==> src/rtl/display_channel_sequencer.sv <==
// Display channel sequencer: selects one of NUM_CH display channels, either manually or by
// timed auto-scan, and registers the chosen value and decimal points for the display driver.
module display_channel_sequencer #(
  parameter int NUM_CH       = 4,
  parameter int DATA_W       = 16,
  parameter int DP_W         = 4,
  parameter int DWELL_CYCLES = 100_000_000,
  localparam int SEL_W       = (NUM_CH > 1) ? $clog2(NUM_CH) : 1
) (
  input  logic                     clk,
  input  logic                     reset,
  input  logic [NUM_CH*DATA_W-1:0] ch_data,
  input  logic [NUM_CH*DP_W-1:0]   ch_dp,
  input  logic                     auto_mode,
  input  logic [SEL_W-1:0]         manual_sel,
  input  logic                     step,
  input  logic                     hold,
  input  logic                     update_tick,
  output logic [DATA_W-1:0]        mux_out,
  output logic [DP_W-1:0]          decimal_point,
  output logic [SEL_W-1:0]         active_ch,
  output logic                     out_valid
);

  localparam int CNT_W = $clog2(DWELL_CYCLES);

  logic [CNT_W-1:0]  dwellCnt;
  logic [CNT_W-1:0]  nextCnt;
  logic [SEL_W-1:0]  nextCh;
  logic [SEL_W-1:0]  advanceCh;
  logic              chChanged;
  logic              selInRange;
  logic              dwellExpired;
  logic [DATA_W-1:0] selData;
  logic [DP_W-1:0]   selDp;

  assign advanceCh    = (active_ch == SEL_W'(NUM_CH - 1)) ? '0 : active_ch + SEL_W'(1);
  assign selInRange   = ({1'b0, manual_sel} < (SEL_W + 1)'(NUM_CH));
  assign dwellExpired = (dwellCnt == CNT_W'(DWELL_CYCLES - 1));

  // Step and dwell expiry both collapse into a single advance; manual mode pins the counter
  // at zero so a switch to auto always starts a fresh dwell.
  always_comb begin
    nextCh  = active_ch;
    nextCnt = dwellCnt;
    if (!hold) begin
      if (!auto_mode) begin
        nextCnt = '0;
        if (selInRange) begin
          nextCh = manual_sel;
        end
      end else if (step || dwellExpired) begin
        nextCnt = '0;
        nextCh  = advanceCh;
      end else begin
        nextCnt = dwellCnt + CNT_W'(1);
      end
    end
  end

  always_comb begin
    selData = '0;
    selDp   = '0;
    for (int i = 0; i < NUM_CH; i++) begin
      if (active_ch == SEL_W'(i)) begin
        selData = ch_data[i*DATA_W +: DATA_W];
        selDp   = ch_dp[i*DP_W +: DP_W];
      end
    end
  end

  always_ff @(posedge clk or posedge reset) begin
    if (reset) begin
      active_ch <= '0;
      dwellCnt  <= '0;
      chChanged <= 1'b0;
    end else begin
      active_ch <= nextCh;
      dwellCnt  <= nextCnt;
      chChanged <= (nextCh != active_ch);
    end
  end

  // A channel change is pending for one cycle only; if hold masks it, the next tick refreshes.
  always_ff @(posedge clk or posedge reset) begin
    if (reset) begin
      mux_out       <= '0;
      decimal_point <= '0;
      out_valid     <= 1'b0;
    end else if (!hold && (update_tick || chChanged)) begin
      mux_out       <= selData;
      decimal_point <= selDp;
      out_valid     <= 1'b1;
    end
  end

endmodule

==> config.mk <==
export PLATFORM = sky130hd
export DESIGN_NAME = display_channel_sequencer
export DESIGN_NICKNAME = d
export VERILOG_FILES = /design/src/rtl/display_channel_sequencer.sv
export SDC_FILE = /design/constraint.sdc
export NUM_CORES = 1
export LEC_CHECK = 0
export BUFFER_PORTS_ARGS = -buffer_cell sky130_fd_sc_hd__buf_4
export CORE_MARGIN = 8
export CORE_UTILIZATION = 50
export CTS_CLUSTER_DIAMETER = 200
export DETAILED_ROUTE_END_ITERATION = 7
export GPL_TIMING_DRIVEN = 0
export PLACE_DENSITY = 0.8
export SETUP_SLACK_MARGIN = 0.1
export SYNTH_ARGS = -nofsm -noshare
export SYNTH_HDL_FRONTEND = slang
export SYNTH_SLANG_ARGS = --single-unit
==> constraint.sdc <==
create_clock -name clk -period 2.4 [get_ports clk]
set_input_delay 0.24 -clock clk [delete_from_list [all_inputs] [get_ports clk]]
set_output_delay 0.24 -clock clk [all_outputs]
set_load 0.1 [all_outputs]
* Word level (Yosys, flattened, before mapping) *
Cells that the tools add are included.

storage, ports and cells
  bits in registers = 51
  input bits = 88
  output and inout bits = 23

cells by class
  $add $sub $neg = 2
  equality and inequality tests = 5
  multiplexer cells = 14
  reduce and logical (&&, ||, !) cells = 5

operators by type and width
  kind                                                                   count
  16-bit 2-to-1 mux                                                      4
  27-bit 2-to-1 mux                                                      2
  27-bit by 1-bit adder with 27-bit output, second input constant        1
  27-bit equality test, second input constant                            1
  4-bit 2-to-1 mux                                                       4
  2-bit 2-to-1 mux                                                       4
  2-bit equality test, second input constant                             2
  2-bit by 1-bit adder with 2-bit output, second input constant          1
  2-bit by 1-bit equality test with 1-bit output, second input constant  1
  2-bit logical NOT                                                      1
  1-bit logical OR                                                       2
  2-bit != test                                                          1
  1-bit logical AND                                                      1
  1-bit logical NOT                                                      1

* Depth between registers and ports, before layout *
  word-level depth = 6
  depth in mapped cells = 10
  depth with buffers taken out = 7

* Worst setup path before layout *
No wires, ideal clock.

  path type = reg-to-reg
  start = register active_ch[0]
  end = register decimal_point[0]
  data arrival time = 2.551 ns
  path slack = -0.288 ns
  stages on the path, launching flop included = 11
  path buffers = 3
  period minus slack after synthesis = 2.688 ns
  cell sequence = dfrtp_1 clkbuf_1 inv_1 ha_1 nor2b_1 clkbuf_1 clkbuf_1 a221oi_1 nor3_1 a21oi_1 o21ai_0

on the way
  longest elaborated chain between the ends = 5
  elaborated cells on any way between the ends = 8

RTL lines
  what                            RTL line  RTL
  from (decl)                     21        output logic [SEL_W-1:0] active_ch,
  from (signal assigned)          78        active_ch <= nextCh;
  2-bit logical NOT               65        if (active_ch == SEL_W'(i)) begin
  4-bit 2-to-1 mux (3 in series)  65
  4-bit 2-to-1 mux (*)            65
  to (signal assigned)            92        decimal_point <= selDp;
  to (decl)                       20        output logic [DP_W-1:0] decimal_point,

Mark *: on every way between the ends. The rest lies on a longest branch, timed or not.
A chain may end at the register's enable or synchronous reset.

* Worst setup path after layout *
  start = register active_ch[0]
  end = register mux_out[3]

on the way
  longest elaborated chain between the ends = 5
  elaborated cells on any way between the ends = 8

RTL lines
  what                             RTL line  RTL
  2-bit logical NOT                65
  16-bit 2-to-1 mux (3 in series)  65
  16-bit 2-to-1 mux (*)            65
  to (signal assigned)             91        mux_out <= selData;
  to (decl)                        19        output logic [DATA_W-1:0] mux_out,

Marks and branches as above.

==> summary.md <==
The run finished with clean final reports. The number of hold-slack violations in the final timing report came out at 0. Detailed routing inserted a total of 3111 vias. After legalization and detailed placement, the total HPWL measured 7250 um.

The run gives 111 as the number of ports placed on the die boundary. The area growth from synthesis to layout is 35.1%. Data on the critical path is required at its endpoint by 2.57 ns. The run gives 2976 as the number of global-route vias before repair. The run gives 39 as the count of distinct cell types in the synthesized netlist. The total of buffers placed on input and output ports works out to 109.

The number of nets in the synthesized netlist is 454. The post-route DRC violation count was 0; the post-CTS clock slew at the launch and capture registers of the worst setup and hold paths was 0.10 ns. Once the floorplan was initialized, standard cells occupied 51.7% of the core. The via density per instance was 5.61.

At the end of the flow, the number of nets in the layout was 572. Power comes to 3.29 mW. The placeable core region came out at 5890 um^2. In this run the core area contains 28 standard-cell rows. The tools report the maximum operating frequency as 469 MHz. Number of sinks on the clock net: 51. In this run, synthesis produced a sequential element count of 51. The worst min-delay path class is in -> reg.

In the final timing run, aggregate negative setup slack is 0 ns. The H-tree was split into 2 levels. Counting along the longest clock path gives a buffer depth of 2. The fraction of layout cells with a size suffix above 1 works out to 29.0%. At the pin with the least slew margin, the transition time is 0.943 ns.

For this block, the initial DRC count from the detailed router was 118. In this run the vertical extent of the chip is 94.0 um. The critical path class is reg -> reg. The congestion estimate from routability-driven global placement came to 0.885. The tools report the relative max-transition margin as 36.6%. The worst path needs 2.13 ns of the cycle, external delays included. The static leakage power came out at 1.85 nW. In this run the cell area of the synthesized design comes to 3040 um^2.

The number of post-CTS setup repair buffers is 0. The cell count after synthesis came out at 361. Setup repair after global routing left no endpoint under its margin.

After detailed routing, the total wire length is 9450 um. Of the available clock period, the critical path in the final layout requires 88.9%. The tools report the number of slew-limit violations in the final report as 0.

Clock tree synthesis inserted a total of 5 buffers. Global routing finished with a remaining overflow of 0. Setup violations remaining at the end of the flow were counted as 0.

The area of the die is 8840 um^2, and the clock latency on the worst-skew pair is 0.31 ns. The first TritonRoute pass finished after 4 iterations. TritonCTS built the clock tree. Dividing total power by cell area gives a power density of 800 nW/um^2. For this run, the number of Yosys warnings is 0.

STA puts the critical path data arrival time at 2.30 ns. Across the run, the number of max-cap violations was 0. The critical path endpoint category was a register.

The wire length of the first global-routing pass was 14900 um. A synthesized cell averages 8.43 um^2. After synthesis, flip-flops and latches occupy 42.0% of the total area. The detail route stage leaves a number of antenna-violating nets equal to 0. Maximum fanout encountered on the critical timing path: 10.

The width of the chip was 94.0 um; the count of inserted antenna diode cells was 0. The global routing usage summed across all routing layers was 20.8%. The clock arrives with 0.00699 ns of skew.

The tools report the root cell of the clock tree as sky130_fd_sc_hd__clkbuf_8. The worst-case IR drop observed on VDD is 0.556 mV. The pin count of the biggest net entering global routing was 30; the number of antenna violations at the first check in global routing was 0. In the final routed layout, each cell accounts on average for 17.0 um. STA classifies the critical path startpoint as a register.
-- area by class of cell --
type	count	area (um^2)
fillers	482	1780
repair buffers	111	848
clock inverters	3	26.3
inverters	5	18.8
plain buffers	24	109
flip-flops and latches	51	1280
multi-input cells	281	1670
well taps	75	93.8
clock buffers	5	68.8
-- layer usage --
metal	vias to the layer above	routed length, um	global-route usage [%]
li1	1528	-	-
met1	1461	4120	26.7
met2	112	4560	34.9
met3	10	675	4.48
met4	0	94	4.36
met5	-	0	0
-- synthesized netlist by cell type, drive strengths merged --
cell type | instances | area (um^2)
nand2b | 3 | 18.8
nor2 | 36 | 135
xor2 | 15 | 131
a221oi | 21 | 190
o22ai | 1 | 6.26
o21ai | 24 | 120
dfrtp | 51 | 1280
clkbuf | 20 | 75.1
nor3 | 23 | 115
nor4 | 7 | 58.8
nor2b | 23 | 144
xnor2 | 7 | 61.3
nand3b | 2 | 15.0
and3 | 2 | 13.8
nand4 | 10 | 62.6
or3 | 1 | 6.26
nand3 | 13 | 65.1
a21oi | 28 | 140
ha | 5 | 62.6
or4b | 2 | 23.8
mux2i | 1 | 10.0
buf | 4 | 18.8
inv | 5 | 18.8
nand2 | 42 | 160
mux2 | 1 | 11.3
nor3b | 2 | 15.0
or4 | 2 | 15.0
a31oi | 3 | 18.8
a211oi | 2 | 15.0
or2 | 2 | 12.5
a21o | 1 | 8.76
o21bai | 1 | 7.51
or3b | 1 | 8.76
-- where the power goes --
part	leakage [nW]	internal [mW]	switching, mW	total (mW)
sequential	0.672	0.973	0.0684	1.04
clock	0.0491	0.215	0.304	0.519
combinational	1.13	0.457	1.27	1.73
-- logic make-up after synthesis --
kind of cell / share of synthesized area [%]
and+or+nand+nor: 28.6
AOI/OAI and AO/OA: 16.7
DFF: 42.0
buffers and inverters: 3.70
xor gates and xnor gates: 6.34
adders and majority gates: 2.06
muxes: 0.699
-- final timing paths --
check	from	endpoint	slack, ns	cells past startpoint
worst max-delay path	active_ch[0]	mux_out[3]	0.27	10
worst min-delay path	ch_dp[15]	decimal_point[3]	0.22	3
worst max register to register	active_ch[0]	mux_out[3]	0.27	10
worst min register to register	out_valid	out_valid	0.48	1
max in group asynchronous	reset	active_ch[1]	1.35	4
min in group asynchronous	reset	dwellCnt[22]	0.52	3
-- state kept, by name, indices dropped and copies added (netlist names) --
| signal | count |
|---|---|
| mux_out | 16 |
| dwellCnt | 27 |
| chChanged | 1 |
| active_ch | 2 |
| decimal_point | 4 |
| out_valid | 1 |
-- critical path, cell delays in order (launching register included) --
cell and delay, ns:
sky130_fd_sc_hd__dfrtp_2 0.42, sky130_fd_sc_hd__clkbuf_8 0.17, sky130_fd_sc_hd__inv_1 0.07, sky130_fd_sc_hd__ha_1 0.21, sky130_fd_sc_hd__nor2b_1 0.13, sky130_fd_sc_hd__buf_2 0.19, sky130_fd_sc_hd__buf_4 0.20, sky130_fd_sc_hd__a221oi_1 0.27
sky130_fd_sc_hd__nor3_1 0.07, sky130_fd_sc_hd__a21oi_1 0.15, sky130_fd_sc_hd__o21ai_0 0.12
-- metrics by stage --
| step | hold WS (ns) | cell area [um^2] | utilization, % | worst slack (ns) | std cells |
|---|---|---|---|---|---|
| floorplan | 0.438 | 3060 | - | 0.109 | 361 |
| global placement | 0.458 | 3970 | 67.4 | 0.0973 | 545 |
| detailed placement | 0.309 | 3990 | 67.8 | 0.0238 | 546 |
| CTS | 0.212 | 4100 | 69.7 | 0.173 | 555 |
| global route | 0.230 | 4110 | 69.8 | 0.121 | 555 |
| finish | 0.220 | 4110 | 69.8 | 0.267 | 555 |
-- cells in the final DEF, fill, tap and decap left out, drive strengths merged, types with 3 or more instances in the layout --
cell type  Yosys  layout
clkbuf        20      23
nand3         13      13
xnor2          7       7
a221oi        21      21
nor2b         23      23
o21ai         24      24
nand2         42      42
nor4           7       7
nor3          23      23
a31oi          3       3
nand4         10      10
xor2          15      15
a21oi         28      28
nor2          36      36
ha             5       5
dfrtp         51      51
inv            5       7
buf            4     116
nand2b         3       3
-- what timing repair did --
item	in CTS	in global routing
setup endpoints to repair	15	7
resized for setup	2	5
hold endpoints to repair	22	0
hold buffers	1	0
Power figures use the tool's default switching activity.
